### src/rtl/ttt_pkg.sv
// Shared types and constants for the tic-tac-toe game controller.
package ttt_pkg;

    typedef enum logic [1:0] {
        CellEmpty = 2'b00,
        CellX     = 2'b01,
        CellO     = 2'b10
    } cell_t;

    typedef enum logic [1:0] {
        GsIdle    = 2'b00,
        GsPlaying = 2'b01,
        GsWin     = 2'b10,
        GsDraw    = 2'b11
    } game_state_t;

    typedef enum logic [2:0] {
        StIdle,
        StWaitMove,
        StCheck,
        StWin,
        StDraw
    } fsm_state_t;

    localparam int unsigned N_CELLS = 9;

    // Rows, columns, diagonal, anti-diagonal; bit order of win_line follows this table.
    localparam int unsigned WIN_LINES [8][3] = '{
        '{0, 1, 2}, '{3, 4, 5}, '{6, 7, 8},
        '{0, 3, 6}, '{1, 4, 7}, '{2, 5, 8},
        '{0, 4, 8}, '{2, 4, 6}
    };

    function automatic game_state_t to_game_state(input fsm_state_t st);
        game_state_t gs;
        unique case (st)
            StWaitMove, StCheck: gs = GsPlaying;
            StWin:               gs = GsWin;
            StDraw:              gs = GsDraw;
            default:             gs = GsIdle;
        endcase
        return gs;
    endfunction

    function automatic cell_t player_cell(input logic turn);
        return turn ? CellO : CellX;
    endfunction

endpackage

### src/rtl/ttt_line_check.sv
// Combinational win detector: flags every line fully owned by the given player.
module ttt_line_check
    import ttt_pkg::*;
(
    input  logic [17:0] board,
    input  cell_t       player,
    output logic        hit,
    output logic [7:0]  line
);

    for (genvar l = 0; l < 8; l++) begin : g_line
        assign line[l] = (board[2*WIN_LINES[l][0] +: 2] == player) &&
                         (board[2*WIN_LINES[l][1] +: 2] == player) &&
                         (board[2*WIN_LINES[l][2] +: 2] == player);
    end

    assign hit = |line;

endmodule

### src/rtl/ttt_game_ctrl.sv
// Two-player tic-tac-toe sequencer with per-turn timeout and a frame-synchronous
// board snapshot for the sprite renderer.
module ttt_game_ctrl
    import ttt_pkg::*;
#(
    parameter int unsigned CLK_FREQ_HZ    = 50_000_000,
    parameter int unsigned TURN_TIMEOUT_S = 10
) (
    input  logic        clk,
    input  logic        rst_n,
    input  logic        start,
    input  logic        move_valid,
    input  logic [3:0]  move_cell,
    input  logic        frame_tick,
    output logic        move_ready,
    output logic        move_reject,
    output logic [17:0] board,
    output logic        turn,
    output logic [1:0]  game_state,
    output logic [1:0]  winner,
    output logic [7:0]  win_line,
    output logic [3:0]  timer_sec
);

    localparam int unsigned   PW         = (CLK_FREQ_HZ > 1) ? $clog2(CLK_FREQ_HZ) : 1;
    localparam logic [PW-1:0] PRESC_MAX  = PW'(CLK_FREQ_HZ - 1);
    localparam logic [3:0]    TIMER_LOAD = 4'(TURN_TIMEOUT_S);
    localparam bit            TIMER_EN   = (TURN_TIMEOUT_S > 0);

    fsm_state_t     state_q;
    logic [17:0]    board_q;
    logic           turn_q;
    logic [3:0]     count_q;
    logic [1:0]     winner_q;
    logic [7:0]     win_line_q;
    logic [3:0]     timer_q;
    logic [PW-1:0]  presc_q;
    logic           reject_q;

    logic [17:0]    snap_board_q;
    logic           snap_turn_q;
    logic [1:0]     snap_state_q;
    logic [1:0]     snap_winner_q;
    logic [7:0]     snap_line_q;

    cell_t          player;
    logic [3:0]     cell_idx;
    logic           move_legal;
    logic           line_hit;
    logic [7:0]     line_vec;

    assign player   = player_cell(turn_q);
    // Clamp out-of-range cells so the board slice below always stays in bounds.
    assign cell_idx = (move_cell <= 4'd8) ? move_cell : 4'd0;
    assign move_legal = (state_q == StWaitMove) && move_valid && (move_cell <= 4'd8) &&
                        (board_q[{cell_idx, 1'b0} +: 2] == CellEmpty);

    ttt_line_check u_line_check (
        .board  (board_q),
        .player (player),
        .hit    (line_hit),
        .line   (line_vec)
    );

    always_ff @(posedge clk or negedge rst_n) begin
        if (!rst_n) begin
            state_q       <= StIdle;
            board_q       <= '0;
            turn_q        <= 1'b0;
            count_q       <= '0;
            winner_q      <= '0;
            win_line_q    <= '0;
            timer_q       <= '0;
            presc_q       <= '0;
            reject_q      <= 1'b0;
            snap_board_q  <= '0;
            snap_turn_q   <= 1'b0;
            snap_state_q  <= '0;
            snap_winner_q <= '0;
            snap_line_q   <= '0;
        end else begin
            reject_q <= 1'b0;

            if (frame_tick) begin
                snap_board_q  <= board_q;
                snap_turn_q   <= turn_q;
                snap_state_q  <= to_game_state(state_q);
                snap_winner_q <= winner_q;
                snap_line_q   <= win_line_q;
            end

            if (start) begin
                state_q    <= StWaitMove;
                board_q    <= '0;
                turn_q     <= 1'b0;
                count_q    <= '0;
                winner_q   <= '0;
                win_line_q <= '0;
                timer_q    <= TIMER_LOAD;
                presc_q    <= '0;
            end else begin
                unique case (state_q)
                    StWaitMove: begin
                        if (move_legal) begin
                            // A legal move freezes the timer, beating a same-cycle forfeit.
                            board_q[{cell_idx, 1'b0} +: 2] <= player;
                            if (count_q != 4'(N_CELLS)) count_q <= count_q + 4'd1;
                            state_q <= StCheck;
                        end else begin
                            reject_q <= move_valid;
                            if (TIMER_EN) begin
                                if (presc_q == PRESC_MAX) begin
                                    presc_q <= '0;
                                    if (timer_q == 4'd1) begin
                                        turn_q  <= ~turn_q;
                                        timer_q <= TIMER_LOAD;
                                    end else begin
                                        timer_q <= timer_q - 4'd1;
                                    end
                                end else begin
                                    presc_q <= presc_q + 1'b1;
                                end
                            end
                        end
                    end
                    StCheck: begin
                        if (line_hit) begin
                            state_q    <= StWin;
                            winner_q   <= player;
                            win_line_q <= line_vec;
                        end else if (count_q == 4'(N_CELLS)) begin
                            state_q <= StDraw;
                        end else begin
                            turn_q  <= ~turn_q;
                            timer_q <= TIMER_LOAD;
                            presc_q <= '0;
                            state_q <= StWaitMove;
                        end
                    end
                    default: ;
                endcase
            end
        end
    end

    assign move_ready  = (state_q == StWaitMove);
    assign move_reject = reject_q;
    assign board       = snap_board_q;
    assign turn        = snap_turn_q;
    assign game_state  = snap_state_q;
    assign winner      = snap_winner_q;
    assign win_line    = snap_line_q;
    assign timer_sec   = timer_q;

endmodule

### config.mk
export PLATFORM = sky130hd
export DESIGN_NAME = ttt_game_ctrl
export DESIGN_NICKNAME = d
export VERILOG_FILES = /design/src/rtl/ttt_pkg.sv /design/src/rtl/ttt_line_check.sv /design/src/rtl/ttt_game_ctrl.sv
export SDC_FILE = /design/constraint.sdc
export NUM_CORES = 1
export LEC_CHECK = 0
export BUFFER_PORTS_ARGS = -buffer_cell sky130_fd_sc_hd__buf_4
export CELL_PAD_IN_SITES_DETAIL_PLACEMENT = 1
export CELL_PAD_IN_SITES_GLOBAL_PLACEMENT = 1
export CORE_UTILIZATION = 40
export DETAILED_ROUTE_END_ITERATION = 10
export MAX_ROUTING_LAYER = met4
export PLACE_DENSITY_LB_ADDON = 0.1
export SYNTH_ARGS = -nofsm -noshare
export SYNTH_HDL_FRONTEND = slang
export SYNTH_HIERARCHICAL = 1
export SYNTH_SLANG_ARGS = --single-unit
### constraint.sdc
create_clock -name clk -period 4.2 [get_ports clk]
set_clock_uncertainty 0.15 [all_clocks]
set_input_delay 0.84 -clock clk [delete_from_list [all_inputs] [get_ports clk]]
set_output_delay 0.84 -clock clk [all_outputs]
set_load 0.03 [all_outputs]
==> run metrics, run 1 <==
status=finished, final reports clean; mapped cell area=0.00543 sq mm; pin count of the biggest net entering global routing=55; Startpoint Class=flip-flop; critical-path cell list=inv_1 > buf_4 > xnor2_1 > o211ai_1 > a2bb2oi_1 > nand4_1 > nor2_1 > a31oi_1 > or2_1 > a211oi_4 > a41oi_1 > a31oi_1; Longest Clk Path Bufs=2; DP Area=0.00589 sq mm; PwrDens=333 mW/mm^2; Reg clk slew, reported paths=0.07 ns; Crit path top cell by count=a31oi_1; Final setup viols=0; Worst VDD drop=0.000146 V; Die Width=119 um; Nets=603; Slew headroom=0.306; Worst Path Arrival=3.76 ns; Warnings, synthesis=6; CP required=4.31 ns; GRT Util Overall=0.230; Fin. Hold Viols=0; setup tns final=0 ns; layout cell share with drive strength beyond 1=0.201; WL final=14.5 mm; syn nets=570; total of max-cap violations=0; Initial DRC Count=160; Tightest Hold Check Type=flip-flop to flip-flop; H-tree levels=3; Critical Path Sink Type=flip-flop; hold bufs inserted after CTS=0; sequential fraction of the synthesis area=0.452; Worst path slowest cell=a211oi_4; Cell variety after synth=73; CTS Sinks=98; Post-synth EDFFs=0; Post-Route Utilization=0.468; hpwl dp=10.1 mm; antenna-violating nets left=0; part of the cycle the worst path needs=0.868; synth top area cells=dfrtp_1 (45%), mux2_2 (6.2%), nand2_1 (3.9%), a21oi_1 (3.8%), nand3_1 (2.7%); actual slew at the worst max-slew pin=1.04 ns; number of global-route vias before repair=4687; drt drc=0; Leakage=2.76 nW; fin area=0.00619 sq mm; clk root buf=clkbuf_16; Syn Inst Count=553; RSZ-0062 raised after global routing=no; DIE AREA=0.0140 sq mm; Synth top area share=0.452; vias=4404; Synth area leader=dfrtp_1; grt ovf=0; Synth Register Bits=98; Final Slew Violations=0; Die Y=119 um; initial antenna violation count=0; Initial Utilization=0.410; CTS tree=done; drt via density=5.74; WL per Instance=19.0 um; crit path max fanout=19; GPL Wtd Cong=0.847; port bufs=45; CTS buffer count=9; fin crit period=3.65 ns; I/O pins=46; std cell rows=42; Fin Hold WS=0.351 ns; ANT cells=0; critical path start-end classification=flip-flop to flip-flop; fmax=0.274 GHz; slowest cell delay on critical path=0.72 ns; Final Power=0.00206 W; Fillers=1545; global-route wire length before repair=24.7 mm; Post-synth top flop=dfrtp_1; synthesis-to-layout area growth=14.1%; fraction of registers with async set/reset=1.00; Resize count post-CTS=0; Synth Area per Inst=9.82 sq um; Initial DRT Pass Iterations=4; post-CTS setup buffers=0; Core Region=0.0132 sq mm; clk_lat worst skew=0.34 ns
[cell usage in the layout, fill, tap and decap left out, types with 9 or more instances in the layout]
cell type   n
a31oi_1    18
o21ai_1    10
nand3_1    29
xor2_1      9
o21ai_0     9
buf_4      53
nand2_1    56
inv_1      16
a21oi_1    41
nor3_1     13
clkbuf_16   9
mux2_2     30
or3_1      13
nor2_1     30
and3_1     12
dfrtp_1    98
[cell families (layout without fill, tap and decap cells)]
kind of cell | Yosys count | after routing | share of synthesized area
adder cells (fa/ha/maj) | 8 | 8 | 0.0184
flip-flops | 98 | 98 | 0.452
multiplexers | 39 | 39 | 0.0791
AO/OA/AOI/OAI | 134 | 134 | 0.167
XOR/XNOR | 16 | 16 | 0.0286
buffers and inverters | 48 | 86 | 0.0406
AND/OR/NAND/NOR | 210 | 210 | 0.215
[power breakdown]
group / switching (W) / leakage (nW) / internal, W
clock: 0.000376 / 0.144 / 0.000469
combinational: 0.000158 / 1.27 / 0.0000729
sequential: 0.0000250 / 1.34 / 0.000960
total: 0.000559 / 2.76 / 0.00150
[critical path, delay by kind of cell, from the launching register on]
family | cells | cell delay [ns]
buffers and inverters | 2 | 0.63
AOI/OAI and AO/OA | 6 | 1.57
xor gates and xnor gates | 1 | 0.09
and+or+nand+nor | 3 | 0.74
DFF | 1 | 0.38
[synth_stat cells, drive strengths merged, types with 11 or more instances]
cell type  instances
dfrtp             98
nand2             57
a21oi             42
mux2              31
nor2              31
nand3             29
o21ai             19
a31oi             18
clkbuf            17
inv               16
buf               14
or3               14
nor3              13
and3              12
xor2              11
[flip-flops by register name, indices dropped and copies added, names as in the netlist]
register     flops
state_q          3
presc_q         26
turn_q           1
timer_sec        4
win_line         8
count_q          4
move_reject      1
game_state       2
board_q         18
board           18
win_line_q       8
winner_q         2
winner           2
turn             1
[per-stage QoR]
| stage | cells | setup WS (ns) |
|---|---|---|
| final | 767 | 0.553 |
| after global routing | 767 | 0.217 |
| after CTS | 767 | 0.529 |
| after detailed placement | 751 | 0.587 |
| after global placement | 751 | 0.736 |
| after floorplan | 553 | 1.16 |
[routing by layer]
metal	track usage	share of wire	wire length (um)
met5	-	0	0
met4	0.0775	0.015	221
met2	0.390	0.51	7380
met1	0.285	0.45	6590
met3	0.0265	0.023	336
[path summary, 6_finish.rpt]
path | slack, ns | depth (start not counted) | to | startpoint
max | 0.55 | 12 | presc_q[21] | turn_q
min | 0.35 | 1 | presc_q[21] | presc_q[21]
min reg2reg | 0.35 | 1 | presc_q[21] | presc_q[21]
max reg2reg | 0.55 | 12 | presc_q[21] | turn_q
max in group asynchronous | 2.70 | 2 | presc_q[5] | rst_n
min in group asynchronous | 0.40 | 1 | board[3] | rst_n
[final cells by class]
type,instances,area [sq um],area share
flip-flops and latches,98,2450,0.396
clock inverters,6,72.6,0.0117
repair buffers,53,398,0.0643
clock buffers,10,229,0.0370
multi-input cells,407,2760,0.445
inverters,17,63.8,0.0103
well taps,176,220,0.0356
Note: power is estimated with default switching activity, not from simulation.
==> inputs of run 2 (changes only) <==
PLACE_DENSITY = 0.72   (was default)
PLACE_DENSITY_LB_ADDON = default   (was 0.1)
==> run 2 against run 1 <==
Against the previous run:
- combinational power about the same
- wire length decreased by 1.6%
- fmax fell by 2.6%
- register-to-register slack worse by 0.099 ns
- sequential cell count unchanged
- via count up 0.50%
- critical path depth is 1 lower
- total power shrank 1.6%
- critical path type unchanged
- first-iteration DRC count grew 51%
- non-clock buffer count shrank 1
- final cell count decreased by 0.26%
- die area did not move
==> run metrics, run 2 (synthesis results as in run 1) <==
status=finished, final reports clean; final std cells w/o fill=765 (-0.26%); synthesis-to-layout area growth=13.6%; hpwl dp=10.2 mm (+0.49%); WL final=14.3 mm (-1.6%); Register Area=0.00245 sq mm (unchanged); H-tree levels=3 (unchanged); Fillers=1535 (-0.65%); Initial Utilization=0.410 (unchanged); highest-count cells in the layout ignoring fill and taps=dfrtp_1 (98), nand2_1 (56), buf_4 (52), a21oi_1 (41); Worst VDD drop=0.000234 V (+60%); Die Y=119 um (unchanged); Inst Count DP=750 (-0.13%); max reg flops=26 (unchanged); DP Area=0.00588 sq mm (-0.13%); initial antenna violation count=0 (unchanged); Worst Path Arrival=3.87 ns (+0.11 ns); PwrDens=329 mW/mm^2 (-1.2%); WP buf/inv=1 (-1); hold path startpoint=presc_q[21]; critical path start-end classification=flip-flop to flip-flop; Combinational Power Share=0.112 (about the same); actual slew at the worst max-slew pin=1.04 ns (+0.00790 ns); std cell rows=42 (unchanged); CTS tree=done; Worst Hold Endpoint=presc_q[21]; NetSw=0.000536 W (-4.3%); grt ovf=0 (unchanged); fin crit period=3.75 ns (+0.0986 ns); layout cell share with drive strength beyond 1=0.197 (-0.00441); Leakage=2.75 nW (-0.30%); CP delay by family, top=compound AO/OA/AOI/OAI gates; Startpoint Class=flip-flop; setup tns final=0 ns (unchanged); antenna-violating nets left=0 (unchanged); Initial DRT Pass Iterations=4 (unchanged); Slew headroom=0.301 (-0.00529); GRT Util Overall=0.224 (-0.00541); Longest Clk Path Bufs=2 (unchanged); Resize count post-CTS=0 (unchanged); Clk pwr share=0.402 (-0.008); Critical R2R Capture=presc_q[21]; crit path max fanout=19 (unchanged); Final Power=0.00203 W (-1.6%); Largest Register=presc_q; hold depth=1 (unchanged); Nets=602 (-0.17%); Reg clk slew, reported paths=0.06 ns (about the same); ANT cells=0 (unchanged); RSZ-0062 raised after global routing=no; DIE AREA=0.0140 sq mm (unchanged); clk_lat worst skew=0.35 ns (about the same); vias=4426 (+0.50%); clk root buf=clkbuf_16; drt via density=5.79 (+0.76%); worst reg-to-reg setup slack=0.45 ns (-0.10 ns); fin area=0.00617 sq mm (-0.38%); port bufs=45 (unchanged); Net Sw Frac=0.264 (-0.00735); area occupied by multi-input gates=0.00276 sq mm (unchanged); CP required=4.32 ns (about the same); Core Region=0.0132 sq mm (unchanged); hold bufs inserted after CTS=0 (unchanged); slowest cell delay on critical path=0.73 ns (about the same); Tightest Hold Check Type=flip-flop to flip-flop; Initial DRC Count=241 (+51%); internal cell power=0.00149 W (-0.61%); R2R depth=11 (-1); WL per Instance=18.7 um (-1.4%); Critical Path Sink Type=flip-flop; Final setup viols=0 (unchanged); r2r startpoint=turn_q; Final Slew Violations=0 (unchanged); post-CTS setup buffers=0 (unchanged); Seq pwr share=0.486 (+0.008); total of max-cap violations=0 (unchanged); I/O pins=46 (unchanged); GPL Wtd Cong=0.817 (-3.5%); Die Width=119 um (unchanged); fmax=0.267 GHz (-2.6%); CTS Sinks=98 (unchanged); Fin. Hold Viols=0 (unchanged); Worst path slowest cell=a211oi_4; most common cell after layout, fill and taps aside=dfrtp_1; global-route wire length before repair=24.1 mm (-2.5%); critical-path cell list=inv_1 > xor2_1 > nor2_1 > a22oi_1 > nand4_1 > nor2_1 > a31oi_1 > or2_1 > a211oi_4 > a41oi_1 > a31oi_1; drt drc=0 (unchanged); pin count of the biggest net entering global routing=72 (+31%); number of global-route vias before repair=4554 (-2.8%); CTS buffer count=9 (unchanged); part of the cycle the worst path needs=0.892 (+0.0235)
==> run 2: cell types whose count changed in the layout (fill, tap and decap cells not counted) <==
cell,change
clkinvlp_4,-1
inv_6,-1
buf_4,-1
clkbuf_1,+1
clkinv_4,-1
clkinv_2,+1
==> run 2: layout make-up <==
type | instances | area share
well taps | 176 | 0.0357
clock inverters | 4 | 0.00852
repair buffers | 52 | 0.0633
inverters | 17 | 0.0103
flip-flops and latches | 98 | 0.398
multi-input cells | 407 | 0.447
clock buffers | 11 | 0.0377
==> run 2: per-stage QoR <==
stage	worst slack, ns	util	hold slack, ns
final	0.454	0.466	0.348
after global routing	0.201	0.466	0.371
after CTS	0.470	0.466	0.348
after detailed placement	0.509	0.444	0.339
after global placement	0.765	0.444	0.311
after floorplan	1.16	-	0.295
==> run 2: worst max path at each step <==
stage               startpoint          end  cells after the start  slack (ns)
global placement        turn_q   presc_q[9]                     11        0.77
floorplan               turn_q  presc_q[19]                     15        1.16
finish                  turn_q  presc_q[21]                     11        0.45
global route            turn_q  presc_q[21]                     11        0.20
CTS                     turn_q  presc_q[17]                     11        0.47
detailed placement      turn_q   presc_q[5]                     11        0.51
==> run 2: power by group through the flow <==
stage | sequential [W] | clock, W | combinational, W
floorplan | 0.00100 | 0 | 0.000146
global placement | 0.00100 | 0 | 0.000223
detailed placement | 0.00100 | 0 | 0.000229
CTS | 0.000986 | 0.000839 | 0.000230
global route | 0.000990 | 0.000872 | 0.000251
finish | 0.000986 | 0.000815 | 0.000228
==> run 2: per-layer routing <==
layer | wire [um] | GRT usage | part of all wire | vias up
met2 | 7000 | 0.363 | 0.49 | 78
li1 | - | - | - | 2095
met5 | 0 | - | 0 | -
met1 | 6410 | 0.276 | 0.45 | 2235
met3 | 633 | 0.0579 | 0.044 | 18
met4 | 257 | 0.0672 | 0.018 | 0
